### config.mk
export PLATFORM = sky130hd
export DESIGN_NAME = ram_port_arbiter
export DESIGN_NICKNAME = d
export VERILOG_FILES = /design/src/rtl/ram_port_arbiter.sv
export SDC_FILE = /design/constraint.sdc
export NUM_CORES = 1
export LEC_CHECK = 0
export BUFFER_PORTS_ARGS = -buffer_cell sky130_fd_sc_hd__buf_2
export CORE_MARGIN = 2
export CORE_UTILIZATION = 45
export CTS_CLUSTER_SIZE = 10
export DETAILED_ROUTE_END_ITERATION = 8
export PLACE_DENSITY = 0.87
export SYNTH_ARGS = -nofsm -noshare
export SYNTH_HDL_FRONTEND = slang
export SYNTH_SLANG_ARGS = --single-unit
### constraint.sdc
create_clock -name i_clk -period 5.26 [get_ports i_clk]
set_clock_uncertainty 0.2 [all_clocks]
set_input_delay 1.315 -clock i_clk [delete_from_list [all_inputs] [get_ports i_clk]]
set_output_delay 1.315 -clock i_clk [all_outputs]
set_load 0.005 [all_outputs]
### src/rtl/ram_port_arbiter.sv
`default_nettype none
// ============================================================================
// Module      : ram_port_arbiter
// Description : Shares one RAM port among NUM_REQ requesters, one access per
//               cycle, and routes read data back in grant order.
//               Define RAM_ARB_FIXED_PRIO_EN for fixed (lowest index) priority
//               instead of round-robin.
// Revision    : 1.0 - initial release
// ============================================================================
module ram_port_arbiter #(
    parameter int NUM_REQ    = 4,
    parameter int ADDR_WIDTH = 3,
    parameter int DATA_WIDTH = 8,
    parameter int RD_LAT     = 2
) (
    input  logic                          i_clk,
    input  logic                          i_rst_n,
    input  logic [NUM_REQ-1:0]            i_req,
    input  logic [NUM_REQ-1:0]            i_we,
    input  logic [NUM_REQ*ADDR_WIDTH-1:0] i_addr,
    input  logic [NUM_REQ*DATA_WIDTH-1:0] i_wdata,
    output logic [NUM_REQ-1:0]            o_gnt,
    output logic [NUM_REQ-1:0]            o_rvalid,
    output logic [DATA_WIDTH-1:0]         o_rdata,
    output logic                          o_ram_en,
    output logic                          o_ram_we,
    output logic [ADDR_WIDTH-1:0]         o_ram_addr,
    output logic [DATA_WIDTH-1:0]         o_ram_din,
    input  logic [DATA_WIDTH-1:0]         i_ram_dout
);

    localparam int                 c_IDX_W    = (NUM_REQ > 1) ? $clog2(NUM_REQ) : 1;
    localparam logic [NUM_REQ-1:0] c_ONE_HOT0 = {{(NUM_REQ-1){1'b0}}, 1'b1};

    logic [NUM_REQ-1:0]    r_gnt;
    logic                  r_ram_en;
    logic                  r_ram_we;
    logic [ADDR_WIDTH-1:0] r_ram_addr;
    logic [DATA_WIDTH-1:0] r_ram_din;
    logic [c_IDX_W-1:0]    r_gnt_idx;
    logic [RD_LAT-1:0]     r_pipe_vld;
    logic [c_IDX_W-1:0]    r_pipe_idx [RD_LAT];
    logic [NUM_REQ-1:0]    r_rvalid;
    logic [DATA_WIDTH-1:0] r_rdata;

    logic [NUM_REQ-1:0]    w_elig;
    logic                  w_win_vld;
    logic [c_IDX_W-1:0]    w_win_idx;
    logic                  w_sel_we;
    logic [ADDR_WIDTH-1:0] w_sel_addr;
    logic [DATA_WIDTH-1:0] w_sel_wdata;

    // A requester granted this cycle sits out one cycle so it can drop i_req.
    assign w_elig = i_req & ~r_gnt;

`ifdef RAM_ARB_FIXED_PRIO_EN
    always_comb begin
        w_win_vld = 1'b0;
        w_win_idx = '0;
        for (int i = NUM_REQ - 1; i >= 0; i--) begin
            if (w_elig[i]) begin
                w_win_vld = 1'b1;
                w_win_idx = c_IDX_W'(i);
            end
        end
    end
`else
    logic [c_IDX_W-1:0] r_ptr;
    logic [NUM_REQ-1:0] w_rot;
    logic [c_IDX_W-1:0] w_off;
    logic [c_IDX_W:0]   w_sum;

    // Rotate so bit 0 is the requester at the pointer; lowest set bit wins.
    assign w_rot = NUM_REQ'({w_elig, w_elig} >> r_ptr);

    always_comb begin
        w_win_vld = 1'b0;
        w_off     = '0;
        for (int i = NUM_REQ - 1; i >= 0; i--) begin
            if (w_rot[i]) begin
                w_win_vld = 1'b1;
                w_off     = c_IDX_W'(i);
            end
        end
        w_sum = {1'b0, r_ptr} + {1'b0, w_off};
        if (w_sum >= (c_IDX_W + 1)'(NUM_REQ)) begin
            w_sum = w_sum - (c_IDX_W + 1)'(NUM_REQ);
        end
        w_win_idx = w_sum[c_IDX_W-1:0];
    end

    always_ff @(posedge i_clk or negedge i_rst_n) begin
        if (!i_rst_n) begin
            r_ptr <= '0;
        end else if (w_win_vld) begin
            r_ptr <= (w_win_idx == c_IDX_W'(NUM_REQ - 1)) ? '0 : w_win_idx + 1'b1;
        end
    end
`endif

    always_comb begin
        w_sel_we    = 1'b0;
        w_sel_addr  = '0;
        w_sel_wdata = '0;
        for (int i = 0; i < NUM_REQ; i++) begin
            if (w_win_idx == c_IDX_W'(i)) begin
                w_sel_we    = i_we[i];
                w_sel_addr  = i_addr[i*ADDR_WIDTH +: ADDR_WIDTH];
                w_sel_wdata = i_wdata[i*DATA_WIDTH +: DATA_WIDTH];
            end
        end
    end

    always_ff @(posedge i_clk or negedge i_rst_n) begin
        if (!i_rst_n) begin
            r_gnt      <= '0;
            r_ram_en   <= 1'b0;
            r_ram_we   <= 1'b0;
            r_ram_addr <= '0;
            r_ram_din  <= '0;
            r_gnt_idx  <= '0;
            r_pipe_vld <= '0;
            for (int i = 0; i < RD_LAT; i++) begin
                r_pipe_idx[i] <= '0;
            end
            r_rvalid   <= '0;
            r_rdata    <= '0;
        end else begin
            r_gnt    <= w_win_vld ? (c_ONE_HOT0 << w_win_idx) : '0;
            r_ram_en <= w_win_vld;
            r_ram_we <= w_win_vld & w_sel_we;
            if (w_win_vld) begin
                r_ram_addr <= w_sel_addr;
                r_ram_din  <= w_sel_wdata;
                r_gnt_idx  <= w_win_idx;
            end

            // Stage 0 loads while the read is on the RAM port, so the last
            // stage lines up with i_ram_dout RD_LAT cycles later.
            r_pipe_vld[0] <= r_ram_en & ~r_ram_we;
            r_pipe_idx[0] <= r_gnt_idx;
            for (int i = 1; i < RD_LAT; i++) begin
                r_pipe_vld[i] <= r_pipe_vld[i-1];
                r_pipe_idx[i] <= r_pipe_idx[i-1];
            end

            r_rvalid <= r_pipe_vld[RD_LAT-1] ? (c_ONE_HOT0 << r_pipe_idx[RD_LAT-1]) : '0;
            if (r_pipe_vld[RD_LAT-1]) begin
                r_rdata <= i_ram_dout;
            end
        end
    end

    assign o_gnt      = r_gnt;
    assign o_rvalid   = r_rvalid;
    assign o_rdata    = r_rdata;
    assign o_ram_en   = r_ram_en;
    assign o_ram_we   = r_ram_we;
    assign o_ram_addr = r_ram_addr;
    assign o_ram_din  = r_ram_din;

endmodule
`default_nettype wire

==> results.py, run 1 <==
metrics = {
    "route": {
        "drcViolationCount": 0,
        "wirelength_mm": 4.24,
        "num_vias": 1704,
        "first_iter_violations": 65,
        "ant_nets": 0,
        "wl_per_cell_um": 13.3,
        "viasPerCell": 5.36,
        "drt_pass1_iterations": 4,
    },
    "setup_path": {
        "crit_required_ps": 5250,
        "reg2reg_slack_ps": 1530,
        "rr_endpoint": "o_ram_we$_DFF_PN0_",
        "path_cells": "buf_2 > nand2b_1 > and3_2 > o21ai_0 > o2111ai_1 > ha_1 > xnor2_1 > ha_1 > nor2b_1 > a221oi_1 > a211o_1 > a21boi_1",
        "crit_path_end": "o_ram_we$_DFF_PN0_",
        "startpoint": "i_req[3]",
        "cp_max_fo": 15,
        "cp-end-kind": "register",
        "critical_path_class": "in -> reg",
        "path_common_cell": "ha_1",
        "slowest_stage": "nor2b_1",
        "cpPeakStageDelay_ps": 740,
        "worstSetupStartpointType": "input port",
        "timing.rr.start": "o_gnt[3]$_DFF_PN0_",
        "cp.arrival_ps": 4370,
        "rr_worst_depth": 11,
    },
    "clock_tree": {
        "cts_sinks": 39,
        "hold_buffers": 0,
        "cts_resized": 0,
        "clk_latency_ps": 280,
        "cts-root-buf": "clkbuf_8",
        "clockBufferDepth": 2,
        "clk_pin_slew_worst_paths_ps": 70,
        "cts_buffers": 5,
        "htree_levels": 2,
        "cts_setup_buffers": 0,
        "cts_tree": "done",
    },
    "logic_synthesis": {
        "yosys.area.top_type_share_pct": 49.6,
        "synth.cell_area_um2": 1970,
        "ys_ff_latch": 39,
        "yosysTopAreaCell": "dfrtp_1",
        "yosysUniqueCellTypes": 43,
        "syn-num-nets": 248,
        "syn_inst": 181,
        "syn_area_per_cell_um2": 10.9,
        "synthTopCellsByArea": "dfrtp_1 50%, mux2_2 5.7%, a211o_1 5.3%",
        "yosys_warnings": 0,
        "synth-seq-area-share_pct": 49.6,
    },
    "finish": {
        "design_area_um2": 2490,
        "nNetsFinal": 332,
        "final_common_cell": "buf_2",
        "fin_util_pct": 58.0,
        "regArea_um2": 976,
        "syn_to_final_growth_pct": 26.7,
        "most-common-layout-cells": "90 x buf_2, 39 x dfrtp_1, 14 x inv_1",
        "layout-drive-gt1-share_pct": 42.5,
        "nFillCells": 360,
        "multi_input_area_um2": 858,
        "antenna_cells": 0,
    },
    "placed_design": {
        "dpl.hpwl_mm": 3.08,
        "place_congestion": 0.819,
        "dpl_cell_area_um2": 2410,
        "io_buffers": 90,
    },
    "sta": {
        "drv_slew": 0,
        "setup-tns-final_ps": 0,
        "slew_headroom_pct": 40.7,
        "hold_violations": 0,
        "max_slew.worst_pin.slew_ps": 890,
        "layout_min_cycle_time_ps": 4380,
        "max_freq_mhz": 228,
        "period_share_pct": 83.3,
        "rsz0062_at_grt": "false",
        "setup_viol": 0,
    },
    "pwr": {
        "ir_drop_v": 0.000478,
        "power_uw": 1870,
        "p_leak_uw": 0.00128,
        "pwr_density_cell_nw_per_um2": 751,
    },
    "global_routing": {
        "grt_first_pass_wirelength_mm": 7.17,
        "grt_antenna_before_repair": 0,
        "track_usage_pct": 18.3,
        "grt_overflow": 0,
        "grt_pass1_vias": 1653,
        "grt_start_max_net_pins": 40,
    },
    "outcome": {
        "status": "finished clean",
    },
    "min_path": {
        "hold_path_class": "reg -> reg",
    },
    "run": {
        "drv_cap": 0,
    },
    "floorplanning": {
        "start_util_pct": 45.8,
        "die_area_um2": 4920,
        "rows": 24,
        "dieHeight_um": 70.1,
        "core_area_um2": 4290,
        "ioPinCount": 91,
        "die_x_um": 70.1,
    },
}
[cells in the mapped netlist]
cell type and instances:
a2111o_1 1, a211o_1 12, a211o_2 1, a211oi_1 1, a21boi_0 1, a21boi_1 1
a221oi_1 11, a221oi_2 1, a31oi_1 12, and2_1 4, and3_1 1, and3_2 1
and3b_1 2, buf_1 1, buf_2 4, buf_4 4, buf_6 1, clkbuf_1 4
dfrtp_1 39, ha_1 5, inv_1 14, maj3_2 1, mux2_2 10, nand2_1 13
nand2b_1 2, nand3_1 1, nand3b_1 1, nand4b_1 1, nand4bb_1 1, nor2_1 12
nor2b_1 3, nor2b_4 1, nor3_1 2, nor3b_1 1, nor3b_2 1, o2111ai_1 2
o211a_1 1, o211ai_1 1, o21a_1 1, o21ai_0 2, or3b_1 1, xnor2_1 1
xor2_1 1
[critical path: cells and delay by family]
| kind | cells | cell delay, ps |
|---|---|---|
| buffers and inverters | 1 | 80 |
| adder cells (fa/ha/maj) | 2 | 660 |
| AND/OR/NAND/NOR | 3 | 1140 |
| XOR/XNOR | 1 | 180 |
| AO/OA/AOI/OAI | 5 | 990 |
[layer usage]
metal / GRT usage [%] / wire length (um) / vias up
li1: - / - / 822
met1: 22.2 / 1820 / 803
met2: 31.1 / 2050 / 75
met3: 4.33 / 310 / 4
met4: 7.69 / 52 / 0
met5: 0 / 0 / -
[stage by stage]
stage,instances,setup slack [ps],hold WS (ps)
floorplan,181,1630,131
global placement,310,853,134
detailed placement,310,658,136
CTS,318,949,153
global route,318,669,161
finish,318,877,149
[state kept, by name, indices dropped and copies added, names as in the netlist]
name / cells
r_pipe_idx: 4
o_ram_en: 1
o_rvalid: 4
o_ram_addr: 3
r_pipe_vld: 2
o_ram_din: 8
r_ptr: 2
o_rdata: 8
o_gnt: 4
r_gnt_idx: 2
o_ram_we: 1
[area by class of cell]
class                   instances  share of cell area [%]
flip-flops and latches         39                    39.2
inverters                      14                    2.11
clock inverters                 1                   0.201
multi-input cells             114                    34.5
well taps                      52                    2.61
repair buffers                 91                    18.4
clock buffers                   7                    3.06
[report_power, final]
| part | switching [uW] | internal, uW |
|---|---|---|
| sequential | 96.1 | 460 |
| clock | 92.2 | 92.9 |
| combinational | 571 | 558 |
| total | 759 | 1110 |
[worst min-delay path by stage]
| stage | from | cells past startpoint | to |
|---|---|---|---|
| floorplan | r_pipe_idx[2]$_DFF_PN0_ | 0 | r_pipe_idx[0]$_DFF_PN0_ |
| global placement | r_pipe_vld[0]$_DFF_PN0_ | 0 | r_pipe_vld[1]$_DFF_PN0_ |
| detailed placement | r_pipe_vld[0]$_DFF_PN0_ | 0 | r_pipe_vld[1]$_DFF_PN0_ |
| CTS | r_pipe_vld[0]$_DFF_PN0_ | 0 | r_pipe_vld[1]$_DFF_PN0_ |
| global route | r_pipe_vld[0]$_DFF_PN0_ | 0 | r_pipe_vld[1]$_DFF_PN0_ |
| finish | r_pipe_vld[0]$_DFF_PN0_ | 0 | r_pipe_vld[1]$_DFF_PN0_ |
[kinds of logic (layout without fill, tap and decap cells)]
kind of cell / Yosys count / count (layout) / synth area share (%)
mux: 10 / 10 / 5.73
simple gates: 48 / 48 / 13.5
compound gates: 48 / 48 / 19.7
buf+inv: 28 / 113 / 6.74
flops: 39 / 39 / 49.6
fa+ha+maj: 6 / 6 / 3.75
xor+xnor: 2 / 2 / 0.891
Power figures use the tool's default switching activity.
==> inputs of run 2 (changes only) <==
clock period = 4.1 ns   (was 5.26 ns; I/O delays follow)
==> run 2 against run 1 <==
  * Largest cell class unchanged
  * Sequential share of layout area is 0.75 points lower
  * Count of clock-buffer cells in the layout is 1 higher
  * Utilization is 1.1 points higher
  * Wire length hardly changed
  * Worst setup slack worse by 170 ps
  * Flip-flop and latch count stayed put
  * First-iteration DRC count is 42% lower
  * Critical path type unchanged
==> results.py, run 2 (synthesis results as in run 1) <==
metrics = {
    "clock_tree": {
        "clk_latency_ps": 290,
        "cts-root-buf": "clkbuf_8",
        "hold_buffers": 0,
        "htree_levels": 2,
        "clockBufferDepth": 2,
        "clk_pin_slew_worst_paths_ps": 70,
        "cts_setup_buffers": 0,
        "cts_resized": 0,
        "cts_sinks": 39,
        "cts_buffers": 5,
        "cts_tree": "done",
    },
    "sta": {
        "slew_headroom_pct": 44.3,
        "rsz0062_at_grt": "false",
        "layout_min_cycle_time_ps": 3390,
        "fin_ws_ps": 711,
        "max_freq_mhz": 295,
        "setup_viol": 0,
        "drv_slew": 0,
        "hold_violations": 0,
        "setup-tns-final_ps": 0,
        "period_share_pct": 82.7,
        "max_slew.worst_pin.slew_ps": 836,
    },
    "pwr": {
        "pwr_density_cell_nw_per_um2": 972,
        "ir_drop_v": 0.000480,
        "p_leak_uw": 0.00131,
    },
    "run": {
        "drv_cap": 0,
    },
    "floorplanning": {
        "rows": 24,
        "dieHeight_um": 70.1,
        "ioPinCount": 91,
        "start_util_pct": 45.8,
        "core_area_um2": 4290,
        "die_x_um": 70.1,
        "die_area_um2": 4920,
    },
    "finish": {
        "regArea_um2": 976,
        "layout-drive-gt1-share_pct": 43.7,
        "fin_cells": 322,
        "fin_util_pct": 59.1,
        "antenna_cells": 0,
        "design_area_um2": 2540,
        "nFillCells": 374,
        "most-common-layout-cells": "90 x buf_2, 39 x dfrtp_1, 14 x inv_1",
        "syn_to_final_growth_pct": 29.1,
        "final_common_cell": "buf_2",
        "nNetsFinal": 336,
        "multi_input_area_um2": 858,
    },
    "global_routing": {
        "grt_antenna_before_repair": 0,
        "grt_overflow": 0,
        "grt_start_max_net_pins": 40,
        "grt_pass1_vias": 1597,
        "grt_first_pass_wirelength_mm": 7.08,
        "track_usage_pct": 18.1,
    },
    "route": {
        "wl_per_cell_um": 13.2,
        "ant_nets": 0,
        "viasPerCell": 5.24,
        "wirelength_mm": 4.25,
        "drt_pass1_iterations": 4,
        "wl_met3_um": 337,
        "met1Wirelength_mm": 1.77,
        "dr_wl_met2_mm": 2.09,
        "first_iter_violations": 38,
        "drcViolationCount": 0,
        "num_vias": 1687,
        "dr.max_layer_used": "met4",
    },
    "setup_path": {
        "cp_max_fo": 11,
        "cp-end-kind": "register",
        "reg2reg_slack_ps": 1060,
        "critical_path_class": "in -> reg",
        "worstSetupStartpointType": "input port",
        "crit_required_ps": 4110,
        "cp.arrival_ps": 3400,
    },
    "min_path": {
        "hold_path_class": "reg -> reg",
    },
    "placed_design": {
        "place_congestion": 0.814,
        "post-place-ws_ps": 411,
        "dp.cells": 314,
        "dpl_cell_area_um2": 2440,
        "io_buffers": 90,
        "dpl.hpwl_mm": 3.16,
    },
    "outcome": {
        "status": "finished clean",
    },
}
[run 2: stage by stage]
stage               hold slack [ps]  power [uW]
floorplan                       131        1840
global placement                132        2150
detailed placement              141        2210
CTS                             157        2500
global route                    164        2690
finish                          151        2470
[run 2: layer usage]
| layer | up-vias | track usage (%) |
|---|---|---|
| li1 | 830 | - |
| met1 | 780 | 21.3 |
| met2 | 72 | 31.3 |
| met3 | 5 | 4.18 |
| met4 | 0 | 8.33 |
| met5 | - | 0 |
[run 2: final timing paths]
check	startpoint	end	depth (start not counted)
max	i_req[0]	o_ram_din[1]$_DFFE_PN0N_	13
min	r_pipe_idx[2]$_DFF_PN0_	r_pipe_idx[0]$_DFF_PN0_	0
max reg2reg	o_gnt[3]$_DFF_PN0_	o_ram_din[1]$_DFFE_PN0N_	12
min reg2reg	r_pipe_idx[2]$_DFF_PN0_	r_pipe_idx[0]$_DFF_PN0_	0
max in group asynchronous	i_rst_n	o_ram_din[2]$_DFFE_PN0N_	1
min in group asynchronous	i_rst_n	o_rdata[1]$_DFFE_PN0P_	1
[run 2: worst max-delay path, cell delays in order]
cell and delay, ps:
buf_2 110, nor2b_1 160, and3_2 200, o21ai_0 140, o2111ai_1 130, ha_1 290, xnor2_1 260, ha_1 230
nor2b_1 140, buf_4 180, a221oi_1 100, a211o_1 290, a31oi_1 150
[run 2: area by class of cell]
cell class | instances | share of cell area, %
flip-flops and latches | 39 | 38.4
multi-input cells | 114 | 33.8
repair buffers | 95 | 19.2
clock buffers | 8 | 3.94
well taps | 52 | 2.56
inverters | 14 | 2.07
[run 2: power by group]
group          leakage [uW]  switching, uW  internal (uW)
Combinational      0.000791            720            754
Clock             0.0000515            126            153
Sequential         0.000471            126            590
Total               0.00131            972           1500
